File: config.mk
export PLATFORM = sky130hd
export DESIGN_NAME = alu_exec_unit_flat
export DESIGN_NICKNAME = d
export VERILOG_FILES = /design/src/rtl/alu_exec_unit_pkg.sv /design/src/rtl/alu_exec_unit_if.sv /design/src/rtl/alu_shift_step.sv /design/src/rtl/alu_exec_unit.sv /design/src/flat_wrapper.sv
export SDC_FILE = /design/constraint.sdc
export NUM_CORES = 1
export LEC_CHECK = 0
export ABC_CLOCK_PERIOD_IN_PS = 8500
export CAP_MARGIN = 20
export CORE_ASPECT_RATIO = 1.4
export CORE_MARGIN = 4
export CORE_UTILIZATION = 52
export CTS_CLUSTER_SIZE = 25
export DETAILED_ROUTE_END_ITERATION = 7
export HOLD_SLACK_MARGIN = 0.1
export PLACE_DENSITY = 0.83
export SYNTH_ARGS = -nofsm -noshare
export SYNTH_HDL_FRONTEND = slang
export SYNTH_SLANG_ARGS = --single-unit
File: constraint.sdc
create_clock -name clk -period 8.5 [get_ports clk]
set_clock_uncertainty 0.2 [all_clocks]
set_input_delay 0.85 -clock clk [delete_from_list [all_inputs] [get_ports clk]]
set_output_delay 0.85 -clock clk [all_outputs]
set_load 0.03 [all_outputs]
File: src/rtl/alu_exec_unit_pkg.sv
// Shared definitions for the ALU execution unit: data width, ALU control
// encoding, FSM state type and the shift-step mode.
package alu_exec_unit_pkg;

    localparam int unsigned XLEN    = 32;
    localparam int unsigned SHAMT_W = 5;

    localparam logic [3:0] ALU_ADD  = 4'b0000;
    localparam logic [3:0] ALU_SUB  = 4'b0001;
    localparam logic [3:0] ALU_AND  = 4'b0010;
    localparam logic [3:0] ALU_OR   = 4'b0011;
    localparam logic [3:0] ALU_SLL  = 4'b0100;
    localparam logic [3:0] ALU_SLT  = 4'b0101;
    localparam logic [3:0] ALU_SLTU = 4'b0110;
    localparam logic [3:0] ALU_XOR  = 4'b0111;
    localparam logic [3:0] ALU_SRL  = 4'b1000;
    localparam logic [3:0] ALU_SRA  = 4'b1001;

    typedef enum logic [1:0] {
        ST_IDLE  = 2'd0,
        ST_SHIFT = 2'd1,
        ST_DONE  = 2'd2
    } state_t;

    typedef enum logic [1:0] {
        SH_LEFT        = 2'd0,
        SH_RIGHT_LOG   = 2'd1,
        SH_RIGHT_ARITH = 2'd2
    } shift_mode_t;

    function automatic logic is_shift(input logic [3:0] op);
        return (op == ALU_SLL) || (op == ALU_SRL) || (op == ALU_SRA);
    endfunction

    // Codes above SRA are undefined.
    function automatic logic is_legal(input logic [3:0] op);
        return op <= ALU_SRA;
    endfunction

endpackage

File: src/rtl/alu_exec_unit_if.sv
// Request/response handshake bundle for the ALU execution unit.
interface alu_exec_unit_if #(
    parameter int unsigned XLEN = alu_exec_unit_pkg::XLEN
);
    logic            in_valid;
    logic            in_ready;
    logic [3:0]      alu_control;
    logic [XLEN-1:0] a;
    logic [XLEN-1:0] b;
    logic            out_valid;
    logic            out_ready;
    logic [XLEN-1:0] result;
    logic            zero;
    logic            illegal;

    modport master (
        output in_valid, alu_control, a, b, out_ready,
        input  in_ready, out_valid, result, zero, illegal
    );

    modport slave (
        input  in_valid, alu_control, a, b, out_ready,
        output in_ready, out_valid, result, zero, illegal
    );
endinterface

File: src/rtl/alu_shift_step.sv
// Combinational single-position shifter: left, logical right or arithmetic right.
module alu_shift_step
    import alu_exec_unit_pkg::*;
#(
    parameter int unsigned XLEN = alu_exec_unit_pkg::XLEN
) (
    input  logic [XLEN-1:0] din,
    input  shift_mode_t     mode,
    output logic [XLEN-1:0] dout_c
);

    always_comb begin
        dout_c = din;
        case (mode)
            SH_LEFT:        dout_c = {din[XLEN-2:0], 1'b0};
            SH_RIGHT_LOG:   dout_c = {1'b0, din[XLEN-1:1]};
            SH_RIGHT_ARITH: dout_c = {din[XLEN-1], din[XLEN-1:1]};
            default:        dout_c = din;
        endcase
    end

endmodule

File: src/rtl/alu_exec_unit.sv
// Handshaked ALU: single-cycle logic/arithmetic ops, shifts iterated one
// bit per cycle, result held until the consumer takes it.
module alu_exec_unit
    import alu_exec_unit_pkg::*;
#(
    parameter int unsigned XLEN = alu_exec_unit_pkg::XLEN
) (
    input  logic          clk,
    input  logic          reset,
    alu_exec_unit_if.slave bus
);

    state_t              state_q, state_d;
    logic [XLEN-1:0]     result_q, result_d;
    logic                zero_q, zero_d;
    logic                illegal_q, illegal_d;
    logic                out_valid_q, out_valid_d;
    logic                in_ready_q, in_ready_d;
    logic [SHAMT_W-1:0]  cnt_q, cnt_d;
    logic [3:0]          op_q, op_d;
    logic [XLEN-1:0]     alu_res;
    logic [XLEN-1:0]     step_out;
    shift_mode_t         step_mode;

    // Single-cycle result straight from the request; shifts by 0 return a.
    always_comb begin
        alu_res = '0;
        case (bus.alu_control)
            ALU_ADD:  alu_res = bus.a + bus.b;
            ALU_SUB:  alu_res = bus.a - bus.b;
            ALU_AND:  alu_res = bus.a & bus.b;
            ALU_OR:   alu_res = bus.a | bus.b;
            ALU_XOR:  alu_res = bus.a ^ bus.b;
            ALU_SLT:  alu_res = XLEN'($signed(bus.a) < $signed(bus.b));
            ALU_SLTU: alu_res = XLEN'(bus.a < bus.b);
            ALU_SLL,
            ALU_SRL,
            ALU_SRA:  alu_res = bus.a;
            default:  alu_res = '0;
        endcase
    end

    always_comb begin
        step_mode = SH_RIGHT_LOG;
        case (op_q)
            ALU_SLL: step_mode = SH_LEFT;
            ALU_SRA: step_mode = SH_RIGHT_ARITH;
            default: step_mode = SH_RIGHT_LOG;
        endcase
    end

    alu_shift_step #(.XLEN(XLEN)) u_shift_step (
        .din    (result_q),
        .mode   (step_mode),
        .dout_c (step_out)
    );

    // Next-state and datapath update.
    always_comb begin
        state_d     = state_q;
        result_d    = result_q;
        zero_d      = zero_q;
        illegal_d   = illegal_q;
        out_valid_d = out_valid_q;
        cnt_d       = cnt_q;
        op_d        = op_q;

        case (state_q)
            ST_IDLE: begin
                if (bus.in_valid && in_ready_q) begin
                    op_d      = bus.alu_control;
                    cnt_d     = bus.b[SHAMT_W-1:0];
                    illegal_d = 1'b0;
                    if (is_shift(bus.alu_control) && (bus.b[SHAMT_W-1:0] != '0)) begin
                        result_d = bus.a;
                        zero_d   = 1'b0;
                        state_d  = ST_SHIFT;
                    end else begin
                        result_d    = alu_res;
                        zero_d      = (alu_res == '0);
                        illegal_d   = !is_legal(bus.alu_control);
                        out_valid_d = 1'b1;
                        state_d     = ST_DONE;
                    end
                end
            end
            ST_SHIFT: begin
                result_d = step_out;
                cnt_d    = cnt_q - SHAMT_W'(1);
                if (cnt_q == SHAMT_W'(1)) begin
                    zero_d      = (step_out == '0);
                    out_valid_d = 1'b1;
                    state_d     = ST_DONE;
                end
            end
            ST_DONE: begin
                if (bus.out_ready) begin
                    out_valid_d = 1'b0;
                    state_d     = ST_IDLE;
                end
            end
            default: state_d = ST_IDLE;
        endcase

        in_ready_d = (state_d == ST_IDLE);
    end

    always_ff @(posedge clk) begin
        if (reset) begin
            state_q     <= ST_IDLE;
            result_q    <= '0;
            zero_q      <= 1'b0;
            illegal_q   <= 1'b0;
            out_valid_q <= 1'b0;
            in_ready_q  <= 1'b1;
            cnt_q       <= '0;
            op_q        <= ALU_ADD;
        end else begin
            state_q     <= state_d;
            result_q    <= result_d;
            zero_q      <= zero_d;
            illegal_q   <= illegal_d;
            out_valid_q <= out_valid_d;
            in_ready_q  <= in_ready_d;
            cnt_q       <= cnt_d;
            op_q        <= op_d;
        end
    end

    assign bus.in_ready  = in_ready_q;
    assign bus.out_valid = out_valid_q;
    assign bus.result    = result_q;
    assign bus.zero      = zero_q;
    assign bus.illegal   = illegal_q;

endmodule

File: src/flat_wrapper.sv
// flat-port wrapper written by rule: the top's interface ports become plain ports
module alu_exec_unit_flat import alu_exec_unit_pkg::*;
#(
    parameter int unsigned XLEN = alu_exec_unit_pkg::XLEN
)
  (clk, reset, bus_in_valid, bus_alu_control, bus_a, bus_b, bus_out_ready, bus_in_ready, bus_out_valid, bus_result, bus_zero, bus_illegal);
  alu_exec_unit_if #(.XLEN(XLEN)) bus_i ();
  input  logic clk;
  input  logic reset;
  input wire logic [$bits(bus_i.in_valid)-1:0] bus_in_valid;
  input wire logic [$bits(bus_i.alu_control)-1:0] bus_alu_control;
  input wire logic [$bits(bus_i.a)-1:0] bus_a;
  input wire logic [$bits(bus_i.b)-1:0] bus_b;
  input wire logic [$bits(bus_i.out_ready)-1:0] bus_out_ready;
  output wire logic [$bits(bus_i.in_ready)-1:0] bus_in_ready;
  output wire logic [$bits(bus_i.out_valid)-1:0] bus_out_valid;
  output wire logic [$bits(bus_i.result)-1:0] bus_result;
  output wire logic [$bits(bus_i.zero)-1:0] bus_zero;
  output wire logic [$bits(bus_i.illegal)-1:0] bus_illegal;
  assign bus_i.in_valid = bus_in_valid;
  assign bus_i.alu_control = bus_alu_control;
  assign bus_i.a = bus_a;
  assign bus_i.b = bus_b;
  assign bus_i.out_ready = bus_out_ready;
  assign bus_in_ready = bus_i.in_ready;
  assign bus_out_valid = bus_i.out_valid;
  assign bus_result = bus_i.result;
  assign bus_zero = bus_i.zero;
  assign bus_illegal = bus_i.illegal;
  alu_exec_unit #(.XLEN(XLEN)) u_core (.clk(clk), .reset(reset), .bus(bus_i));
endmodule
==> impl_metrics.py, run 1 <==
metrics = {
    "routing": {
        "viasPerCell": 6.68,
        "first_pass_iters": 6,
        "drt_wl_total_um": 28700,
        "final_antenna_net_count": 0,
        "detail_route.wl_per_cell_um": 20.3,
        "drt_iter0_drc": 1014,
        "drt_drc_violations_left": 0,
        "vias": 9424,
    },
    "place": {
        "port-buffer-count": 107,
        "dp_hpwl_um": 22200,
        "place_congestion": 1.09,
    },
    "clocking": {
        "cts.sinks": 47,
        "ctsResizeCount": 0,
        "cts_tree": "yes",
        "cts_htree_levels": 2,
        "worstSkewPairLatency_ns": 0.30,
        "cts_setup_buffers": 0,
        "clockBufferDepth": 2,
        "clk_pin_slew_ns": 0.07,
        "hold_buffers": 0,
        "cts-root-buf": "clkbuf_16",
        "cts_buffers": 5,
    },
    "worst_hold_path": {
        "hold_end": "u_core.bus.illegal$_SDFFE_PP0P_",
        "hp-class": "reg -> reg",
        "hold_start": "u_core.bus.illegal$_SDFFE_PP0P_",
        "holdPathStages": 2,
    },
    "critical_path": {
        "critical_path_class": "in -> reg",
        "reg2reg_from": "u_core.op_q[0]$_SDFFE_PP0P_",
        "path_delay_family": "compound AO/OA/AOI/OAI gates",
        "ff2ff_path_depth": 6,
        "timing.rr.end": "u_core.bus.zero$_SDFFE_PP0P_",
        "crit_buf_inv": 2,
        "crit_chain": "clkdlybuf4s50_1 -> inv_1 -> ha_1 -> nor2_1 -> nand4b_1 -> a211oi_1 -> o31a_1 -> o21ai_0 -> a2111oi_0 -> a211oi_1 -> xnor2_1 -> a221oi_1 -> nand4_1 -> o31ai_2",
        "arrival_ns": 5.12,
        "critical_path_required_ns": 8.51,
        "r2r_slack_ns": 5.50,
        "slowest_delay_ns": 0.58,
        "endpoint_kind": "flip-flop",
        "cp_max_fo": 12,
        "cp_common_cell": "a211oi_1",
        "critPathLaunchType": "input pin",
        "slowest_stage": "clkdlybuf4s50_1",
    },
    "timing": {
        "rsz0062_at_grt": "no",
        "hold_viol": 0,
        "timing.setup.tns_ns": 0,
        "maxSlewViolCount": 0,
        "setup_viol": 0,
        "min_period_over_period_pct": 60.1,
        "relSlewSlack_pct": 32.2,
        "min_period_ns": 5.11,
        "max_freq_ghz": 0.196,
        "worst_pin_slew_ns": 1.02,
    },
    "synthesis": {
        "yosysTopAreaCellShare_pct": 17.6,
        "yosysWarningCount": 0,
        "syn_area_mm2": 0.00818,
        "synth_most_common_cell": "nor2_1",
        "seq_area_frac_synth_pct": 11.5,
        "synth_cell_type_count": 83,
        "async_flop_share_pct": 0,
        "ys_seq_elements": 47,
        "yosysTopAreaCell": "ha_1",
        "synth_common_cells": "nor2_1 (116), ha_1 (115), a21oi_1 (110), nand2_1 (96), inv_1 (93)",
        "postSynthAreaPerCell_um2": 7.01,
        "synth_cells": 1166,
        "synth-edff-count": 0,
        "synth_nets": 1355,
        "ys.flop_type": "dfxtp_1",
        "synth.area.top_cells": "ha_1 (18%), dfxtp_1 (12%), a21oi_1 (6.7%)",
    },
    "grt": {
        "globalRoute.totalOverflow": 0,
        "antenna_found_initial": 0,
        "grt_pass1_vias": 8988,
        "grt_pass1_wl_um": 45600,
        "track_usage_pct": 30.9,
        "grt_max_degree": 50,
    },
    "floorplan": {
        "dieArea_mm2": 0.0178,
        "core_mm2": 0.0155,
        "rows": 54,
        "start_util_pct": 52.6,
        "die_w_um": 114,
        "io_pins": 108,
        "die_h_um": 156,
    },
    "outcome": {
        "status": "completed",
    },
    "job": {
        "maxCapViolCount": 0,
    },
    "layout": {
        "diodes": 0,
        "synthToLayoutAreaGrowth_pct": 15.5,
        "nets": 1402,
        "drive_gt1_share_pct": 3.79,
        "final_core_util_pct": 60.8,
    },
    "pwr": {
        "power.leakage_nw": 3.91,
        "vdd_drop_max_uv": 140,
        "power_density_mw_per_mm2": 122,
    },
}
==> layer usage <==
metal	routed length, µm	vias to the layer above	global-route usage (%)
met5	0	-	0
met4	1700	0	17.5
met3	2540	138	4.10
met2	13800	591	53.3
met1	10700	4307	36.5
li1	-	4388	-
==> cells in the final DEF (no fill, tap or decap), types with 6 or more instances in the layout <==
| cell | count |
|---|---|
| nor3b_1 | 6 |
| nor3_1 | 32 |
| dfxtp_1 | 47 |
| nand3_1 | 22 |
| inv_1 | 93 |
| o31ai_1 | 14 |
| a211oi_1 | 22 |
| ha_1 | 115 |
| a21o_1 | 18 |
| nand2_1 | 96 |
| or3_1 | 11 |
| a21oi_1 | 110 |
| mux2i_1 | 20 |
| nand4_1 | 15 |
| clkdlybuf4s50_1 | 106 |
| a21boi_0 | 6 |
| o21ai_0 | 74 |
| a22oi_1 | 16 |
| xnor2_1 | 18 |
| nand2b_1 | 16 |
| a2111oi_0 | 17 |
| a311o_1 | 9 |
| nor2b_1 | 13 |
| nor4_1 | 14 |
| nor2_1 | 116 |
| a221oi_1 | 16 |
| a221o_1 | 8 |
| o21bai_1 | 14 |
| o211ai_1 | 15 |
| buf_4 | 10 |
| a31oi_1 | 10 |
| o2111ai_1 | 8 |
==> worst max path at each step <==
| stage | startpoint | to | slack (ns) | cells after the start |
|---|---|---|---|---|
| global route | bus_b[1] | u_core.bus.zero$_SDFFE_PP0P_ | 3.12 | 14 |
| detailed placement | bus_a[11] | u_core.bus.zero$_SDFFE_PP0P_ | 3.31 | 14 |
| finish | bus_a[12] | u_core.bus.zero$_SDFFE_PP0P_ | 3.39 | 14 |
| floorplan | bus_b[0] | u_core.bus.zero$_SDFFE_PP0P_ | 4.41 | 14 |
| CTS | bus_a[11] | u_core.bus.zero$_SDFFE_PP0P_ | 3.59 | 14 |
| global placement | bus_a[12] | u_core.bus.zero$_SDFFE_PP0P_ | 3.31 | 14 |
==> power by group <==
group	internal (mW)	switching [mW]
combinational	0.243	0.394
sequential	0.249	0.0375
clock	0.139	0.0880
==> logic make-up (layout without fill, tap and decap cells) <==
| kind of cell | Yosys count | in the layout | synth area share (%) |
|---|---|---|---|
| AO/OA/AOI/OAI | 416 | 416 | 35.4 |
| XOR/XNOR | 21 | 21 | 2.25 |
| adder cells (fa/ha/maj) | 117 | 117 | 18.1 |
| buffers and inverters | 171 | 219 | 8.38 |
| flip-flops | 47 | 47 | 11.5 |
| multiplexers | 21 | 21 | 2.59 |
| AND/OR/NAND/NOR | 373 | 373 | 21.8 |
==> worst min-delay path, stage by stage, from the launching register on <==
cell and delay [ns]:
dfxtp_1 0.31, nand2_1 0.06, a21oi_1 0.05
==> registers in the layout (all words and copies together) (netlist names) <==
name,cells
u_core.bus.in_ready,1
u_core.bus.illegal,1
u_core.bus.out_valid,1
u_core.cnt_q,5
u_core.state_q,2
u_core.bus.zero,1
u_core.bus.result,32
u_core.op_q,4
==> through the flow <==
| stage | hold slack [ns] | total power [mW] | instance area (µm²) | std cells | setup WS [ns] |
|---|---|---|---|---|---|
| after detailed placement | 0.253 | 0.910 | 9280 | 1402 | 3.31 |
| after CTS | 0.263 | 1.14 | 9450 | 1410 | 3.59 |
| after global placement | 0.239 | 0.904 | 9280 | 1402 | 3.31 |
| after floorplan | 0.242 | 0.697 | 8180 | 1166 | 4.41 |
| after global routing | 0.288 | 1.21 | 9450 | 1410 | 3.12 |
| final | 0.260 | 1.15 | 9450 | 1410 | 3.39 |
==> layout make-up <==
cell class	instances	area (µm²)
fill	1498	6090
clock buffer	5	125
tap	196	245
clock inverter	3	43.8
sequential	47	941
inverter	94	353
multi-input combinational	948	6600
timing repair buffer	117	1140
(Power assumes the default switching activity.)
==> run 2, diff against run 1 <==
--- a/config.mk
+++ b/config.mk
@@ -5,7 +5,7 @@
 export SDC_FILE = /design/constraint.sdc
 export NUM_CORES = 1
 export LEC_CHECK = 0
-export ABC_CLOCK_PERIOD_IN_PS = 8500
+export ABC_CLOCK_PERIOD_IN_PS = 4600
 export CAP_MARGIN = 20
 export CORE_ASPECT_RATIO = 1.4
 export CORE_MARGIN = 4
@@ -13,7 +13,7 @@
 export CTS_CLUSTER_SIZE = 25
 export DETAILED_ROUTE_END_ITERATION = 7
 export HOLD_SLACK_MARGIN = 0.1
-export PLACE_DENSITY = 0.83
+export PLACE_DENSITY = 0.86
 export SYNTH_ARGS = -nofsm -noshare
 export SYNTH_HDL_FRONTEND = slang
 export SYNTH_SLANG_ARGS = --single-unit
==> constraint.sdc (replaced) <==
create_clock -name clk -period 4.6 [get_ports clk]
set_clock_uncertainty 0.2 [all_clocks]
set_input_delay 0.46 -clock clk [delete_from_list [all_inputs] [get_ports clk]]
set_output_delay 0.46 -clock clk [all_outputs]
set_load 0.03 [all_outputs]
==> run 2 against run 1 <==
  * Combinational power rose by 98%
  * Register-to-register slack got worse by 3.9 ns
  * Via count rose by 3.5%
  * Sequential power rose by 84%
==> impl_metrics.py, run 2 (synthesis gave the netlist of run 1 again) <==
metrics = {
    "place": {
        "place_congestion": 1.08,
        "place_inst": 1483,
        "pre_cts_ws_ns": -0.00762,
        "dp_hpwl_um": 24300,
        "dpl_cell_area_mm2": 0.00989,
        "port-buffer-count": 107,
    },
    "worst_hold_path": {
        "hold_start": "u_core.bus.illegal$_SDFFE_PP0P_",
        "hp-class": "reg -> reg",
    },
    "timing": {
        "hold_viol": 0,
        "whs_ns": 0.259,
        "min_period_ns": 4.30,
        "rsz0062_at_grt": "no",
        "max_freq_ghz": 0.232,
        "setup_viol": 0,
        "min_period_over_period_pct": 93.6,
        "maxSlewViolCount": 0,
        "relSlewSlack_pct": 36.8,
        "layout_setup_ws_ns": 0.296,
        "worst_pin_slew_ns": 0.942,
    },
    "floorplan": {
        "io_pins": 108,
        "die_h_um": 156,
        "core_mm2": 0.0155,
        "dieArea_mm2": 0.0178,
        "rows": 54,
        "die_w_um": 114,
        "start_util_pct": 52.6,
    },
    "critical_path": {
        "cp_max_fo": 5,
        "arrival_ns": 4.32,
        "reg2reg_from": "u_core.op_q[0]$_SDFFE_PP0P_",
        "critical_path_required_ns": 4.61,
        "critPathLaunchType": "input pin",
        "critical_path_class": "in -> reg",
        "r2r_slack_ns": 1.65,
        "startpoint": "bus_b[0]",
        "endpoint_kind": "flip-flop",
    },
    "clocking": {
        "cts_tree": "yes",
        "worstSkewPairLatency_ns": 0.29,
        "cts-root-buf": "clkbuf_16",
        "cts_htree_levels": 2,
        "clockBufferDepth": 2,
        "cts_buffers": 5,
        "cts.sinks": 47,
        "clk_pin_slew_ns": 0.06,
    },
    "layout": {
        "diodes": 0,
        "drive_gt1_share_pct": 9.96,
        "nets": 1483,
        "final_cell_mix": "nor2_1 (115), ha_1 (115), a21oi_1 (110)",
        "synthToLayoutAreaGrowth_pct": 23.1,
        "largest_reg_flops": 32,
        "finalNonFillerCells": 1491,
        "fin_area_mm2": 0.0101,
    },
    "pwr": {
        "power.leakage_nw": 4.31,
        "power.total_mw": 2.22,
        "vdd_drop_max_uv": 297,
        "power_density_mw_per_mm2": 220,
    },
    "outcome": {
        "status": "completed",
    },
    "grt": {
        "grt_pass1_wl_um": 47300,
        "globalRoute.totalOverflow": 0,
        "antenna_found_initial": 0,
        "grt_max_degree": 47,
        "track_usage_pct": 32.7,
        "grt_pass1_vias": 9285,
    },
    "routing": {
        "first_pass_iters": 6,
        "viasPerCell": 6.54,
        "final_antenna_net_count": 0,
        "vias": 9755,
        "drt_drc_violations_left": 0,
        "drt_iter0_drc": 1199,
        "detail_route.wl_per_cell_um": 20.4,
        "drt_wl_total_um": 30400,
    },
    "job": {
        "maxCapViolCount": 0,
    },
}
run 2: layer usage:
metal  wire length (µm)  global-route usage [%]
met3               2320                    3.95
met4               2090                    19.6
met1              11600                    38.5
met2              14400                    56.3
met5                  0                       0
run 2: final timing paths:
path	to	cells past startpoint
hold reg to reg	u_core.bus.illegal$_SDFFE_PP0P_	2
hold / removal	u_core.bus.illegal$_SDFFE_PP0P_	2
setup reg to reg	u_core.bus.zero$_SDFFE_PP0P_	7
setup / recovery	u_core.bus.zero$_SDFFE_PP0P_	16
run 2: final cells by class:
| cell class | count | area, µm² |
|---|---|---|
| Clock buffer | 6 | 139 |
| Timing Repair Buffer | 198 | 1760 |
| Clock inverter | 2 | 35.0 |
| Inverter | 94 | 353 |
| Multi-Input combinational cell | 948 | 6600 |
| Tap cell | 196 | 245 |
| Sequential cell | 47 | 941 |
| Fill cell | 1410 | 5470 |
run 2: report_power, final:
group	leakage (nW)	switching (mW)	internal (mW)
Sequential	0.387	0.0680	0.459
Clock	0.0868	0.157	0.270
Combinational	3.84	0.749	0.515
run 2: what timing repair did:
| item | in CTS | in global routing |
|---|---|---|
| resized for setup | 0 | 3 |
| setup endpoints to repair | 0 | 1 |
| hold buffers | 0 | 0 |
| buffers inserted | 0 | 0 |
run 2: worst max-delay path, stage by stage:
cell and delay, ns:
clkdlybuf4s50_1 0.56, ha_1 0.19, inv_1 0.06, fa_1 0.38, nand2b_1 0.20, a21oi_4 0.19
o211ai_2 0.12, o31a_1 0.36, buf_4 0.17, o211ai_1 0.17, and3_1 0.20, a21oi_1 0.09
a2111o_1 0.46, nor4_2 0.32, nand4_1 0.16, o31ai_2 0.22
run 2: per-stage QoR:
| step | util, % | TNS, ns |
|---|---|---|
| after floorplan | - | 0 |
| after global placement | 63.6 | -0.00396 |
| after detailed placement | 63.6 | -0.00762 |
| after CTS | 64.8 | 0 |
| after global routing | 64.8 | 0 |
| final | 64.8 | 0 |
